--- config.mk ---
export PLATFORM = sky130hd
export DESIGN_NAME = vote_tally
export DESIGN_NICKNAME = d
export VERILOG_FILES = /design/src/rtl/evm_pkg.sv /design/src/rtl/vote_counter.sv /design/src/rtl/vote_tally.sv
export SDC_FILE = /design/constraint.sdc
export NUM_CORES = 1
export LEC_CHECK = 0
export BUFFER_PORTS_ARGS = -buffer_cell sky130_fd_sc_hd__buf_4
export CAP_MARGIN = 20
export CORE_ASPECT_RATIO = 1.5
export CORE_UTILIZATION = 50
export DETAILED_ROUTE_END_ITERATION = 8
export PLACE_DENSITY = 0.83
export SYNTH_ARGS = -nofsm -noshare
export SYNTH_HDL_FRONTEND = slang
export SYNTH_HIERARCHICAL = 1
export SYNTH_SLANG_ARGS = --single-unit
--- constraint.sdc ---
create_clock -name clk -period 2.09 [get_ports clk]
set_clock_uncertainty 0.2 [all_clocks]
set_input_delay 0.209 -clock clk [delete_from_list [all_inputs] [get_ports clk]]
set_output_delay 0.209 -clock clk [all_outputs]
set_load 0.02 [all_outputs]
--- src/rtl/evm_pkg.sv ---
// Shared definitions for the voting machine: default sizes, FSM states and the
// saturation ceiling that both the tally block and the downstream divider assume.
package evm_pkg;

  localparam int EVM_WIDTH    = 7;
  localparam int EVM_NUM_CAND = 4;

  localparam logic [EVM_WIDTH-1:0] TALLY_MAX = {EVM_WIDTH{1'b1}};

  typedef enum logic [1:0] {
    ST_IDLE     = 2'd0,
    ST_ARMED    = 2'd1,
    ST_WAIT_REL = 2'd2,
    ST_CLOSED   = 2'd3
  } evm_state_t;

endpackage

--- src/rtl/vote_counter.sv ---
// Unsigned tally counter with synchronous clear (priority) and increment enable.
module vote_counter
  import evm_pkg::*;
#(
  parameter int WIDTH = EVM_WIDTH
) (
  input  logic             i_clk,
  input  logic             i_clr,
  input  logic             i_inc,
  output logic [WIDTH-1:0] o_count
);

  logic [WIDTH-1:0] r_count;

  always_ff @(posedge i_clk) begin
    if (i_clr) begin
      r_count <= '0;
    end else if (i_inc) begin
      r_count <= r_count + WIDTH'(1);
    end
  end

  assign o_count = r_count;

endmodule

--- src/rtl/vote_tally.sv ---
// Ballot FSM and per-candidate tallies; presents count/total as divider
// operands once the poll is closed.
module vote_tally
  import evm_pkg::*;
#(
  parameter int WIDTH    = EVM_WIDTH,
  parameter int NUM_CAND = EVM_NUM_CAND
) (
  input  logic                                               clk,
  input  logic                                               rst,
  input  logic                                               ballot_en,
  input  logic [NUM_CAND-1:0]                                vote_btn,
  input  logic                                               close_poll,
  input  logic [((NUM_CAND > 1) ? $clog2(NUM_CAND) : 1)-1:0] sel_cand,
  output logic                                               armed,
  output logic                                               vote_ack,
  output logic                                               err_multi,
  output logic                                               full,
  output logic [WIDTH-1:0]                                   tally_num,
  output logic [WIDTH-1:0]                                   tally_den,
  output logic                                               res_valid
);

  localparam logic [WIDTH-1:0] W_MAX = {WIDTH{1'b1}};

  evm_state_t       r_state;
  logic             r_vote_ack;
  logic             r_err_multi;

  logic [WIDTH-1:0] w_count [NUM_CAND];
  logic [WIDTH-1:0] w_total;
  logic             w_any;
  logic             w_onehot;
  logic             w_multi;
  logic             w_cast;
  logic             w_full;
  logic             w_closed;
  logic [WIDTH-1:0] w_num;

  // A press is one-hot when exactly one bit is set: nonzero and clearing the
  // lowest set bit leaves nothing.
  assign w_any    = |vote_btn;
  assign w_onehot = w_any && ((vote_btn & (vote_btn - NUM_CAND'(1))) == '0);
  assign w_multi  = w_any && !w_onehot;

  // Close has priority over a vote in the same cycle, so it suppresses counting.
  assign w_cast   = (r_state == ST_ARMED) && w_onehot && !close_poll && !rst;
  assign w_full   = (w_total == W_MAX);
  assign w_closed = (r_state == ST_CLOSED);

  for (genvar k = 0; k < NUM_CAND; k++) begin : g_cand
    vote_counter #(.WIDTH(WIDTH)) u_cnt (
      .i_clk   (clk),
      .i_clr   (rst),
      .i_inc   (w_cast & vote_btn[k]),
      .o_count (w_count[k])
    );
  end

  vote_counter #(.WIDTH(WIDTH)) u_total (
    .i_clk   (clk),
    .i_clr   (rst),
    .i_inc   (w_cast),
    .o_count (w_total)
  );

  always_ff @(posedge clk) begin
    if (rst) begin
      r_state     <= ST_IDLE;
      r_vote_ack  <= 1'b0;
      r_err_multi <= 1'b0;
    end else begin
      r_vote_ack  <= 1'b0;
      r_err_multi <= 1'b0;
      case (r_state)
        ST_IDLE: begin
          if (close_poll) begin
            r_state <= ST_CLOSED;
          end else if (ballot_en && !w_full) begin
            r_state <= ST_ARMED;
          end
        end
        ST_ARMED: begin
          if (close_poll) begin
            r_state <= ST_CLOSED;
          end else if (w_onehot) begin
            r_state    <= ST_WAIT_REL;
            r_vote_ack <= 1'b1;
          end else if (w_multi) begin
            r_err_multi <= 1'b1;
          end
        end
        ST_WAIT_REL: begin
          if (close_poll) begin
            r_state <= ST_CLOSED;
          end else if (!w_any) begin
            r_state <= ST_IDLE;
          end
        end
        ST_CLOSED: begin
          r_state <= ST_CLOSED;
        end
        default: begin
          r_state <= ST_IDLE;
        end
      endcase
    end
  end

  // Out-of-range selections simply match no candidate and read as zero.
  always_comb begin
    w_num = '0;
    if (w_closed) begin
      for (int k = 0; k < NUM_CAND; k++) begin
        if (int'(sel_cand) == k) begin
          w_num = w_count[k];
        end
      end
    end
  end

  assign armed     = (r_state == ST_ARMED);
  assign vote_ack  = r_vote_ack;
  assign err_multi = r_err_multi;
  assign full      = w_full;
  assign tally_num = w_num;
  assign tally_den = (w_closed && (w_total != '0)) ? w_total : WIDTH'(1);
  assign res_valid = w_closed && (w_total != '0);

endmodule

==> impl_metrics.env, run 1 <==
export IMPL_outcome="finished, final reports clean"
export IMPL_floorplan_initialDensity_pct=52.7
export IMPL_crit_family="compound AO/OA/AOI/OAI gates"
export IMPL_grt_pass1_vias=1612
export IMPL_drive_gt1_share_pct=27.4
export IMPL_hpwlAfterDp_mm=3.24
export IMPL_reg2reg_from="r_state[0]"
export IMPL_dp_cells=301
export IMPL_grt_pass1_wl_mm=7.07
export IMPL_path_class="reg2out"
export IMPL_worstHoldPathCells=3
export IMPL_maxSlewHeadroom_pct=73.7
export IMPL_min_delay_start="rst"
export IMPL_fillers=308
export IMPL_worst_path_most_repeated_cell="buf_4"
export IMPL_diodes=0
export IMPL_cts_root_buf="clkbuf_8"
export IMPL_row_count=27
export IMPL_area_delta_synth_final_pct=27.5
export IMPL_synth_area_leader_cell="dfxtp_1"
export IMPL_ys_seq_area_share_pct=40.2
export IMPL_synth_mux_area_share_pct=10.7
export IMPL_synth_edff_count=0
export IMPL_die_w_um=52.9
export IMPL_synthCells=216
export IMPL_crit_required_ps=1680
export IMPL_grt_use_total_pct=23.5
export IMPL_leakagePower_nw=0.971
export IMPL_p_per_area_mw_per_mm2=611
export IMPL_timing_final_crit_share_pct=97.4
export IMPL_clock_sinks=39
export IMPL_cts_tree="yes"
export IMPL_drt_initial_drc_count=36
export IMPL_vias_per_cell=5.63
export IMPL_crit_path_cell_trace="buf_4 -> nand2_1 -> a311o_1 -> buf_4"
export IMPL_io_buffers=28
export IMPL_slew_violations=0
export IMPL_synth_avg_cell_area_um2=8.98
export IMPL_synth_top_area_share_pct=40.2
export IMPL_synth_xor_area_share_pct=9.48
export IMPL_startpoint_type="flip-flop"
export IMPL_hold_path_class="in2reg"
export IMPL_cpMaxStageDelayCell="a311o_1"
export IMPL_htree_levels=2
export IMPL_cts_max_path_buffers=2
export IMPL_arrival_ps=1630
export IMPL_numCtsBuffers=5
export IMPL_tightest_slew_ps=395
export IMPL_path_buf_inv=2
export IMPL_drv_cap=0
export IMPL_dr_pass1_iters=4
export IMPL_ys_warn_count=6
export IMPL_fmax_ghz=0.491
export IMPL_nNetsFinal=280
export IMPL_synth_compound_area_share_pct=11.3
export IMPL_path_clk_slew_ps=70
export IMPL_synth_seq_cells=39
export IMPL_critPathMaxFanout=12
export IMPL_r2r_slack_ps=80
export IMPL_cts_setup_buffers=0
export IMPL_critPathCaptureType="output pin"
export IMPL_synth_ff_type="dfxtp_1"
export IMPL_vias=1740
export IMPL_rsz0062_at_grt="yes"
export IMPL_peakVddDrop_mv=0.685
export IMPL_grt_overflow=0
export IMPL_die_h_um=78.3
export IMPL_min_to="r_state[0]"
export IMPL_ctsHoldBuffers=0
export IMPL_worstRegToRegCells=7
export IMPL_io_pins=29
export IMPL_fin_crit_ps=2040
export IMPL_rr_endpoint="g_cand[3].u_cnt/o_count[6]"
export IMPL_tns_ps=0
export IMPL_insertion_delay_ps=290
export IMPL_drtAntennaViolNets=0
export IMPL_max_stage_delay_ps=400
export IMPL_synth_simple_gate_area_share_pct=23.4
export IMPL_avgRoutedWirePerCell_um=14.3
export IMPL_grt_max_degree=38
export IMPL_stdcell_count=309
export IMPL_setup_viol=0
export IMPL_synth_top_family_by_area="simple AND/OR/NAND/NOR gates"
export IMPL_place_congestion=0.758
export IMPL_core_area_mm2=0.00368
export IMPL_synth_adder_area_share_pct=3.22
export IMPL_synthesis_area_mm2=0.00194
export IMPL_syn_num_nets=231
export IMPL_hold_violations=0
export IMPL_synth_area_top_cells="dfxtp_1, mux4_2, xor2_1"
export IMPL_postRouteWirelength_mm=4.41
export IMPL_drc_errors=0
export IMPL_grt_antenna_before_repair=0
export IMPL_die_area_mm2=0.00414
export IMPL_async_reset_ff_share_pct=0
export IMPL_yosysUniqueCellTypes=32
==> per-layer routing <==
metal  up-vias  track usage, %  part of all wire, %
li1        863               -                    -
met1       813            23.0                   38
met2        48            42.5                   54
met3        16            4.84                  3.4
met4         0            14.2                  4.3
met5         -               0                    0
==> layout by cell type, fill, tap and decap left out, types with 5 or more instances in the layout <==
master and instances:
mux2i_1 5, a21oi_1 12, mux4_2 7, nor2_1 33, nand4_1 11, clkbuf_8 6
or3_1 10, buf_4 46, dfxtp_1 38, nor2b_1 7, o21ai_0 10, and3_1 6
nand2_1 18, xnor2_1 5, xor2_1 16, ha_1 5
==> state kept, by name (all words and copies together), names as in the netlist <==
register and count:
g_cand.u_cnt/o_count 28, u_total/o_count 7, r_state 2, err_multi 1, vote_ack 1
==> logic make-up (layout without fill, tap and decap cells) <==
family,count (synthesis),count (layout)
DFF,39,39
AOI/OAI and AO/OA,37,37
and+or+nand+nor,94,94
buffers and inverters,8,58
adders and majority gates,5,5
xor gates and xnor gates,21,21
muxes,12,12
==> synth_stat cells (2+ instances only) <==
library cell	n
and3_1	6
or3_1	11
o21ai_0	13
mux2i_1	5
xor2_1	16
nor2b_1	7
and2_1	3
mux4_2	7
nand4_1	11
ha_1	5
a21oi_1	15
nor3_1	2
inv_1	4
nor2_1	34
nand2_1	18
dfxtp_1	39
xnor2_1	5
==> where the power goes <==
group	leakage [nW]	total (mW)	switching, mW	internal (mW)
logic	0.595	0.113	0.0664	0.0468
registers	0.315	0.754	0.00448	0.749
clock network	0.0612	0.646	0.260	0.386
==> how the worst max path moves through the flow <==
stage,start,end,slack (ps),cells past startpoint
floorplan,r_state[1],g_cand[2].u_cnt/o_count[6],-8,6
global placement,rst,g_cand[1].u_cnt/o_count[6],-20,8
detailed placement,rst,g_cand[3].u_cnt/o_count[6],-130,8
CTS,r_state[0],g_cand[2].u_cnt/o_count[6],-6,7
global route,r_state[0],g_cand[3].u_cnt/o_count[6],-20,7
finish,r_state[1],tally_den[0],50,4
==> tightest hold or removal path, stage by stage <==
cell and delay (ps):
buf_4 90, nand2b_1 120, o21ai_0 90
==> metrics by stage <==
step                instance area [um2]  setup slack (ps)  hold WS [ps]  utilization (%)  total power [mW]
finish                             2470              54.0          66.2             67.2              1.51
global route                       2470             -16.0          78.3             67.2              1.57
CTS                                2450             -5.99          60.7             66.7              1.53
detailed placement                 2330              -133           279             63.3             0.880
global placement                   2330             -22.6           268             63.3             0.878
floorplan                          1950             -8.12          78.1                -             0.828
==> layout make-up <==
cell class	instances	area (um2)	share of cell area, %
tap	43	53.8	2.17
timing repair buffer	46	345	14.0
sequential	39	782	31.6
inverter	4	15.0	0.607
clock inverter	2	35.0	1.42
clock buffer	6	82.6	3.34
multi-input combinational	169	1160	46.9
==> timing repair <==
| item | 4_1_cts | 5_1_grt |
|---|---|---|
| setup endpoints to repair | 4 | 7 |
| pin swaps | 0 | 5 |
| hold endpoints to repair | 0 | 0 |
| gates resized for setup | 2 | 10 |
Note: power is estimated with default switching activity, not from simulation.
==> run 2, diff against run 1 <==
--- a/config.mk
+++ b/config.mk
@@ -5,12 +5,13 @@
 export SDC_FILE = /design/constraint.sdc
 export NUM_CORES = 1
 export LEC_CHECK = 0
+export ABC_AREA = 1
 export BUFFER_PORTS_ARGS = -buffer_cell sky130_fd_sc_hd__buf_4
 export CAP_MARGIN = 20
 export CORE_ASPECT_RATIO = 1.5
-export CORE_UTILIZATION = 50
+export CORE_UTILIZATION = 52
 export DETAILED_ROUTE_END_ITERATION = 8
-export PLACE_DENSITY = 0.83
+export PLACE_DENSITY = 0.85
 export SYNTH_ARGS = -nofsm -noshare
 export SYNTH_HDL_FRONTEND = slang
 export SYNTH_HIERARCHICAL = 1
==> run 2 against run 1 <==
Sequential cell count did not move. Largest cell class unchanged. Worst hold slack got worse by 40 ps. Clock power fell by 21%. Highest routed layer unchanged. Cell count rose by 36%. First-iteration DRC count rose by 19%. Die area rose by 8.8%. Critical endpoint is now g_cand[2].u_cnt/o_count[5]. Routed wire length rose by 3.7%. Non-clock buffer count fell by 14. Largest power group unchanged. Cell area rose by 5.2%.
==> impl_metrics.env, run 2 <==
export IMPL_critPathCaptureType="flip-flop"
export IMPL_largest_register_ffs=28
export IMPL_die_w_um=55.1
export IMPL_maxSlewHeadroom_pct=75.7
export IMPL_core_area_mm2=0.00399
export IMPL_post_dp_cell_area_mm2=0.00246
export IMPL_ys_warn_count=6
export IMPL_clock_sinks=39
export IMPL_synth_seq_cells=39
export IMPL_async_reset_ff_share_pct=0
export IMPL_crit_required_ps=2080
export IMPL_postRouteWirelength_mm=4.58
export IMPL_grt_use_total_pct=22.6
export IMPL_rsz0062_at_grt="yes"
export IMPL_pwr_share_comb_pct=9.7
export IMPL_cts_root_buf="clkbuf_8"
export IMPL_vias_per_cell=5.04
export IMPL_p_per_area_mw_per_mm2=541
export IMPL_drt_initial_drc_count=43
export IMPL_arrival_ps=1960
export IMPL_synth_top_area_share_pct=35.5
export IMPL_synthCells=338
export IMPL_grt_pass1_wl_mm=7.40
export IMPL_ys_seq_area_share_pct=35.5
export IMPL_seqPwrFrac_pct=53.9
export IMPL_setup_viol=0
export IMPL_fillers=375
export IMPL_intPower_mw=1.06
export IMPL_floorplan_initialDensity_pct=55.1
export IMPL_diodes=0
export IMPL_synth_ff_type="dfxtp_1"
export IMPL_min_delay_start="close_poll"
export IMPL_insertion_delay_ps=290
export IMPL_hpwlAfterDp_mm=3.47
export IMPL_p_total_mw=1.41
export IMPL_die_h_um=81.7
export IMPL_fin_crit_ps=1970
export IMPL_drc_errors=0
export IMPL_nNetsFinal=389
export IMPL_area_delta_synth_final_pct=18.2
export IMPL_syn_num_nets=353
export IMPL_die_area_mm2=0.00450
export IMPL_timing_final_crit_share_pct=94.2
export IMPL_final_cell_mix="nand2_1, inv_1, nor2_1, dfxtp_1, a21oi_1"
export IMPL_synthesis_area_mm2=0.00220
export IMPL_synth_area_leader_cell="dfxtp_1"
export IMPL_dr_pass1_iters=4
export IMPL_grt_max_degree=14
export IMPL_cts_max_path_buffers=2
export IMPL_startpoint_type="input pin"
export IMPL_fmax_ghz=0.508
export IMPL_switching_share_pct=24.7
export IMPL_grt_pass1_vias=1849
export IMPL_final_common_cell="nand2_1"
export IMPL_io_pins=29
export IMPL_avgRoutedWirePerCell_um=10.9
export IMPL_tns_ps=0
export IMPL_synth_common_cells="nand2_1, inv_1, nor2_1"
export IMPL_drive_gt1_share_pct=19.3
export IMPL_slew_violations=0
export IMPL_numCtsBuffers=5
export IMPL_synth_avg_cell_area_um2=6.51
export IMPL_yosysMostFrequentCell="nand2_1"
export IMPL_vias=2113
export IMPL_path_class="in2reg"
export IMPL_synth_edff_count=0
export IMPL_drv_cap=0
export IMPL_path_clk_slew_ps=70
export IMPL_cts_tree="yes"
export IMPL_yosysUniqueCellTypes=20
export IMPL_power_switching_uw=347
export IMPL_reg2reg_from="r_state[0]"
export IMPL_hold_path_class="in2reg"
export IMPL_drtAntennaViolNets=0
export IMPL_grt_overflow=0
export IMPL_clkPwrFrac_pct=36.4
export IMPL_io_buffers=28
export IMPL_critPathMaxFanout=7
export IMPL_tightest_slew_ps=364
export IMPL_place_congestion=0.767
export IMPL_peakVddDrop_mv=0.412
export IMPL_row_count=28
export IMPL_htree_levels=2
export IMPL_hold_violations=0
export IMPL_grt_antenna_before_repair=0
export IMPL_design_area_mm2=0.00260
export IMPL_outcome="finished, final reports clean"
export IMPL_leakagePower_nw=1.18
export IMPL_critical_path_startpoint="rst"
export IMPL_synth_area_top_cells="dfxtp_1, nand2_1, inv_1"
run 2: changes by cell type after synthesis, sizes merged, moves of 11 or more:
cell and delta:
a21oi +16, inv +48, nand2 +70, nand3 +20
nor2 +27, o21ai +18, or3 -11, xor2 -16
run 2: routing by layer:
layer / share of wire, % / wire, um / GRT usage (%) / vias up
li1: - / - / - / 1136
met1: 44 / 2000 / 23.3 / 934
met2: 52 / 2370 / 42.3 / 36
met3: 3.1 / 141 / 4.44 / 7
met4: 1.7 / 76 / 9.00 / 0
met5: 0 / 0 / 0 / -
run 2: cells by family after synthesis:
kind of cell             share of synthesized area (%)
adder cells (fa/ha/maj)                           2.84
AO/OA/AOI/OAI                                     15.6
flip-flops                                        35.5
AND/OR/NAND/NOR                                   36.5
buffers and inverters                             9.55
run 2: critical path, stage by stage:
cell and delay [ps]:
dlygate4sd3_1 540, buf_4 170, inv_1 90, nand3_2 130, nor2_4 140, inv_2 90, nor2_4 160, nand2_1 120
nor2_4 120, nand3_1 70, nand2_1 60, nor2_1 40
run 2: final timing paths:
kind / to / slack (ps) / cells after the start
min: r_state[0] / 30 / 3
min reg2reg: g_cand[3].u_cnt/o_count[2] / 310 / 2
max reg2reg: g_cand[2].u_cnt/o_count[5] / 300 / 11
max: g_cand[2].u_cnt/o_count[5] / 120 / 12
run 2: power by group through the flow:
stage / clock, mW / combinational [mW] / sequential [mW]
2_1_floorplan: 0 / 0.0882 / 0.774
3_3_place_gp: 0 / 0.129 / 0.775
3_5_place_dp: 0 / 0.131 / 0.775
4_1_cts: 0.535 / 0.133 / 0.757
5_1_grt: 0.561 / 0.154 / 0.758
6_report: 0.513 / 0.136 / 0.758
run 2: area by class of cell:
| class | instances | area [um2] | share of cell area [%] |
|---|---|---|---|
| Multi-Input combinational cell | 244 | 1240 | 47.6 |
| Sequential cell | 39 | 781 | 30.0 |
| Timing Repair Buffer | 32 | 243 | 9.33 |
| Inverter | 52 | 195 | 7.50 |
| Clock buffer | 6 | 82.6 | 3.17 |
| Tap cell | 45 | 56.3 | 2.16 |
| Clock inverter | 1 | 5.00 | 0.192 |
run 2: timing repair:
item	4_1_cts	5_1_grt
endpoints found under the setup margin	0	16
endpoints found under the hold margin	1	0
setup buffers	0	2
hold buffers	1	0
resized for setup	0	7
run 2: per-stage QoR:
stage                     utilization [%]  setup WS, ps  hold slack (ps)  cells
after floorplan                         -           189             78.1    338
after global placement               61.6           232              253    409
after detailed placement             61.6           191              258    409
after CTS                            64.0          56.2             20.4    417
after global routing                 65.2          8.79             72.2    419
final                                65.2           120             26.6    419
==> run 3, diff against run 2 <==
--- a/config.mk
+++ b/config.mk
@@ -8,11 +8,9 @@
 export ABC_AREA = 1
 export BUFFER_PORTS_ARGS = -buffer_cell sky130_fd_sc_hd__buf_4
 export CAP_MARGIN = 20
-export CORE_ASPECT_RATIO = 1.5
 export CORE_UTILIZATION = 52
 export DETAILED_ROUTE_END_ITERATION = 8
-export PLACE_DENSITY = 0.85
+export PLACE_DENSITY = 0.84
 export SYNTH_ARGS = -nofsm -noshare
 export SYNTH_HDL_FRONTEND = slang
-export SYNTH_HIERARCHICAL = 1
 export SYNTH_SLANG_ARGS = --single-unit
==> constraint.sdc (replaced) <==
create_clock -name clk -period 1.6 [get_ports clk]
set_clock_uncertainty 0.2 [all_clocks]
set_input_delay 0.16 -clock clk [delete_from_list [all_inputs] [get_ports clk]]
set_output_delay 0.16 -clock clk [all_outputs]
set_load 0.02 [all_outputs]
==> run 3 against run 2 <==
The run now ends with negative setup slack left. Area after synthesis increased by 7.7%. Clock power increased by 69%. Clock-buffer cell count unchanged. Sequential cell count unchanged. Synthesized cell count increased by 8.0%. Register-to-register slack got worse by 350 ps. Cell count increased by 16%. Sequential share of layout area decreased by 5.9 points. Routed wire length increased by 59%. Worst hold slack got worse by 6.8 ps. Core utilization increased by 13 points. Sequential power increased by 30%.
==> impl_metrics.env, run 3 <==
export IMPL_synth_ff_type="dfxtp_1"
export IMPL_area_delta_synth_final_pct=43.9
export IMPL_synthesis_area_mm2=0.00237
export IMPL_path_buf_inv=4
export IMPL_crit_path_cell_trace="inv_2 -> ha_4 -> a31oi_4 -> buf_4 -> nand2_1 -> inv_1 -> buf_6"
export IMPL_tns_ps=-1940
export IMPL_fin_ws_ps=-215
export IMPL_die_h_um=69.5
export IMPL_final_common_cell="nand2_1"
export IMPL_htree_levels=2
export IMPL_pwr_share_comb_pct=11.8
export IMPL_dr_pass1_iters=6
export IMPL_tightest_slew_ps=525
export IMPL_grt_use_total_pct=26.4
export IMPL_vias=2702
export IMPL_syn_num_nets=381
export IMPL_numCtsBuffers=5
export IMPL_power_switching_uw=530
export IMPL_synth_common_cells="nand2_1, inv_1, dfxtp_1"
export IMPL_multiInputGateArea_mm2=0.00167
export IMPL_intPower_mw=1.57
export IMPL_cpMaxStageDelayCell="dfxtp_2"
export IMPL_grt_pass1_vias=2334
export IMPL_violations="negative setup slack"
export IMPL_yosysUniqueCellTypes=27
export IMPL_clock_sinks=39
export IMPL_path_class="reg2out"
export IMPL_crit_family="buffers and inverters"
export IMPL_drt_initial_drc_count=125
export IMPL_dp_cells=460
export IMPL_cts_root_buf="clkbuf_8"
export IMPL_hpwlAfterDp_mm=4.31
export IMPL_drv_cap=0
export IMPL_synth_seq_cells=39
export IMPL_nNetsFinal=447
export IMPL_post_dp_cell_area_mm2=0.00282
export IMPL_setup_viol=30
export IMPL_leakagePower_nw=1.40
export IMPL_fillers=282
export IMPL_vias_per_cell=5.58
export IMPL_core_area_mm2=0.00435
export IMPL_startpoint_type="flip-flop"
export IMPL_avgRoutedWirePerCell_um=15.0
export IMPL_grt_pass1_wl_mm=10.2
export IMPL_postRouteWirelength_mm=7.28
export IMPL_p_per_area_mw_per_mm2=616
export IMPL_diodes=0
export IMPL_ys_seq_area_share_pct=32.9
export IMPL_peakVddDrop_mv=0.395
export IMPL_floorplan_initialDensity_pct=54.4
export IMPL_design_area_mm2=0.00341
export IMPL_hold_violations=0
export IMPL_synth_top_area_share_pct=32.9
export IMPL_synth_area_leader_cell="dfxtp_1"
export IMPL_drive_gt1_share_pct=44.7
export IMPL_cts_max_path_buffers=2
export IMPL_p_total_mw=2.10
export IMPL_io_pins=29
export IMPL_io_buffers=28
export IMPL_seqPwrFrac_pct=46.9
export IMPL_row_count=24
export IMPL_grt_overflow=0
export IMPL_synthCells=365
export IMPL_largest_register_ffs=28
export IMPL_max_stage_delay_ps=370
export IMPL_hold_path_class="in2reg"
export IMPL_final_cell_mix="nand2_1, buf_4, inv_1, a21oi_2, nand2_2"
export IMPL_async_reset_ff_share_pct=0
export IMPL_switching_share_pct=25.2
export IMPL_path_clk_slew_ps=80
export IMPL_regArea_um2=821
export IMPL_crit_required_ps=1240
export IMPL_timing_final_crit_share_pct=113
export IMPL_synth_avg_cell_area_um2=6.49
export IMPL_fmax_ghz=0.551
export IMPL_die_area_mm2=0.00483
export IMPL_utilization_pct=78.3
export IMPL_synth_edff_count=0
export IMPL_place_congestion=1.01
export IMPL_fin_crit_ps=1820
export IMPL_grt_max_degree=32
export IMPL_outcome="finished, violations left"
export IMPL_cts_tree="yes"
export IMPL_grt_antenna_before_repair=0
export IMPL_arrival_ps=1460
export IMPL_drc_errors=0
export IMPL_clkPwrFrac_pct=41.3
export IMPL_slew_violations=0
export IMPL_critPathMaxFanout=4
export IMPL_maxSlewHeadroom_pct=64.9
export IMPL_rsz0062_at_grt="yes"
export IMPL_drtAntennaViolNets=0
export IMPL_yosysMostFrequentCell="nand2_1"
export IMPL_ys_warn_count=0
export IMPL_stdcell_count=484
export IMPL_synth_area_top_cells="dfxtp_1, nand2_1, a21oi_1"
export IMPL_die_w_um=69.5
export IMPL_insertion_delay_ps=300
export IMPL_critPathCaptureType="output pin"
==> run 3: worst min-delay path: cells and delay by family <==
kind                   cells  cell delay [ps]
buffers and inverters      2              120
and+or+nand+nor            2              200
==> run 3: logic make-up (layout without fill, tap and decap cells) <==
group,Yosys count,after routing,synth area share (%)
adder cells (fa/ha/maj),6,6,3.17
AND/OR/NAND/NOR,188,188,34.5
AO/OA/AOI/OAI,66,66,15.6
XOR/XNOR,12,12,4.44
flip-flops,39,39,32.9
buffers and inverters,54,121,9.40
==> run 3: area by class of cell <==
cell class	instances	area share [%]
multi-input cells	272	48.9
flip-flops and latches	39	24.1
repair buffers	65	15.6
inverters	48	6.09
clock buffers	6	2.42
well taps	52	1.91
clock inverters	2	1.03
==> run 3: worst paths after layout <==
check / start / end / slack (ps) / cells past startpoint
min reg2reg: g_cand[1].u_cnt.o_count[1] / g_cand[1].u_cnt.o_count[1] / 290 / 2
min: close_poll / err_multi / 20 / 4
max: u_total.o_count[0] / tally_den[3] / -220 / 7
max reg2reg: r_state[1] / g_cand[0].u_cnt.o_count[6] / -50 / 7
==> run 3: metrics by stage <==
step,hold slack (ps),setup slack [ps]
2_1_floorplan,29.1,2.45
4_1_cts,15.5,-195
5_1_grt,49.4,-264
6_report,19.7,-215
3_3_place_gp,239,55.4
3_5_place_dp,242,-33.3
==> run 3: power groups by stage <==
stage               logic [mW]  registers [mW]  clock network, mW
global placement         0.186            1.01                  0
detailed placement       0.191            1.01                  0
finish                   0.249           0.986              0.867
global route             0.266           0.987              0.903
floorplan                0.108            1.01                  0
CTS                      0.209           0.990              0.870
==> run 3: metal layers <==
layer | track usage (%) | routed length, um
met1 | 31.4 | 2900
met5 | 0 | 0
met4 | 9.98 | 200
met2 | 45.7 | 3730
met3 | 6.54 | 450
==> run 3: what timing repair did <==
action / CTS / global route
pin swaps: 9 / 36
hold buffers: 1 / 0
setup endpoints to repair: 22 / 43
setup buffers: 5 / 11
gates resized for setup: 46 / 90
endpoints found under the hold margin: 1 / 0
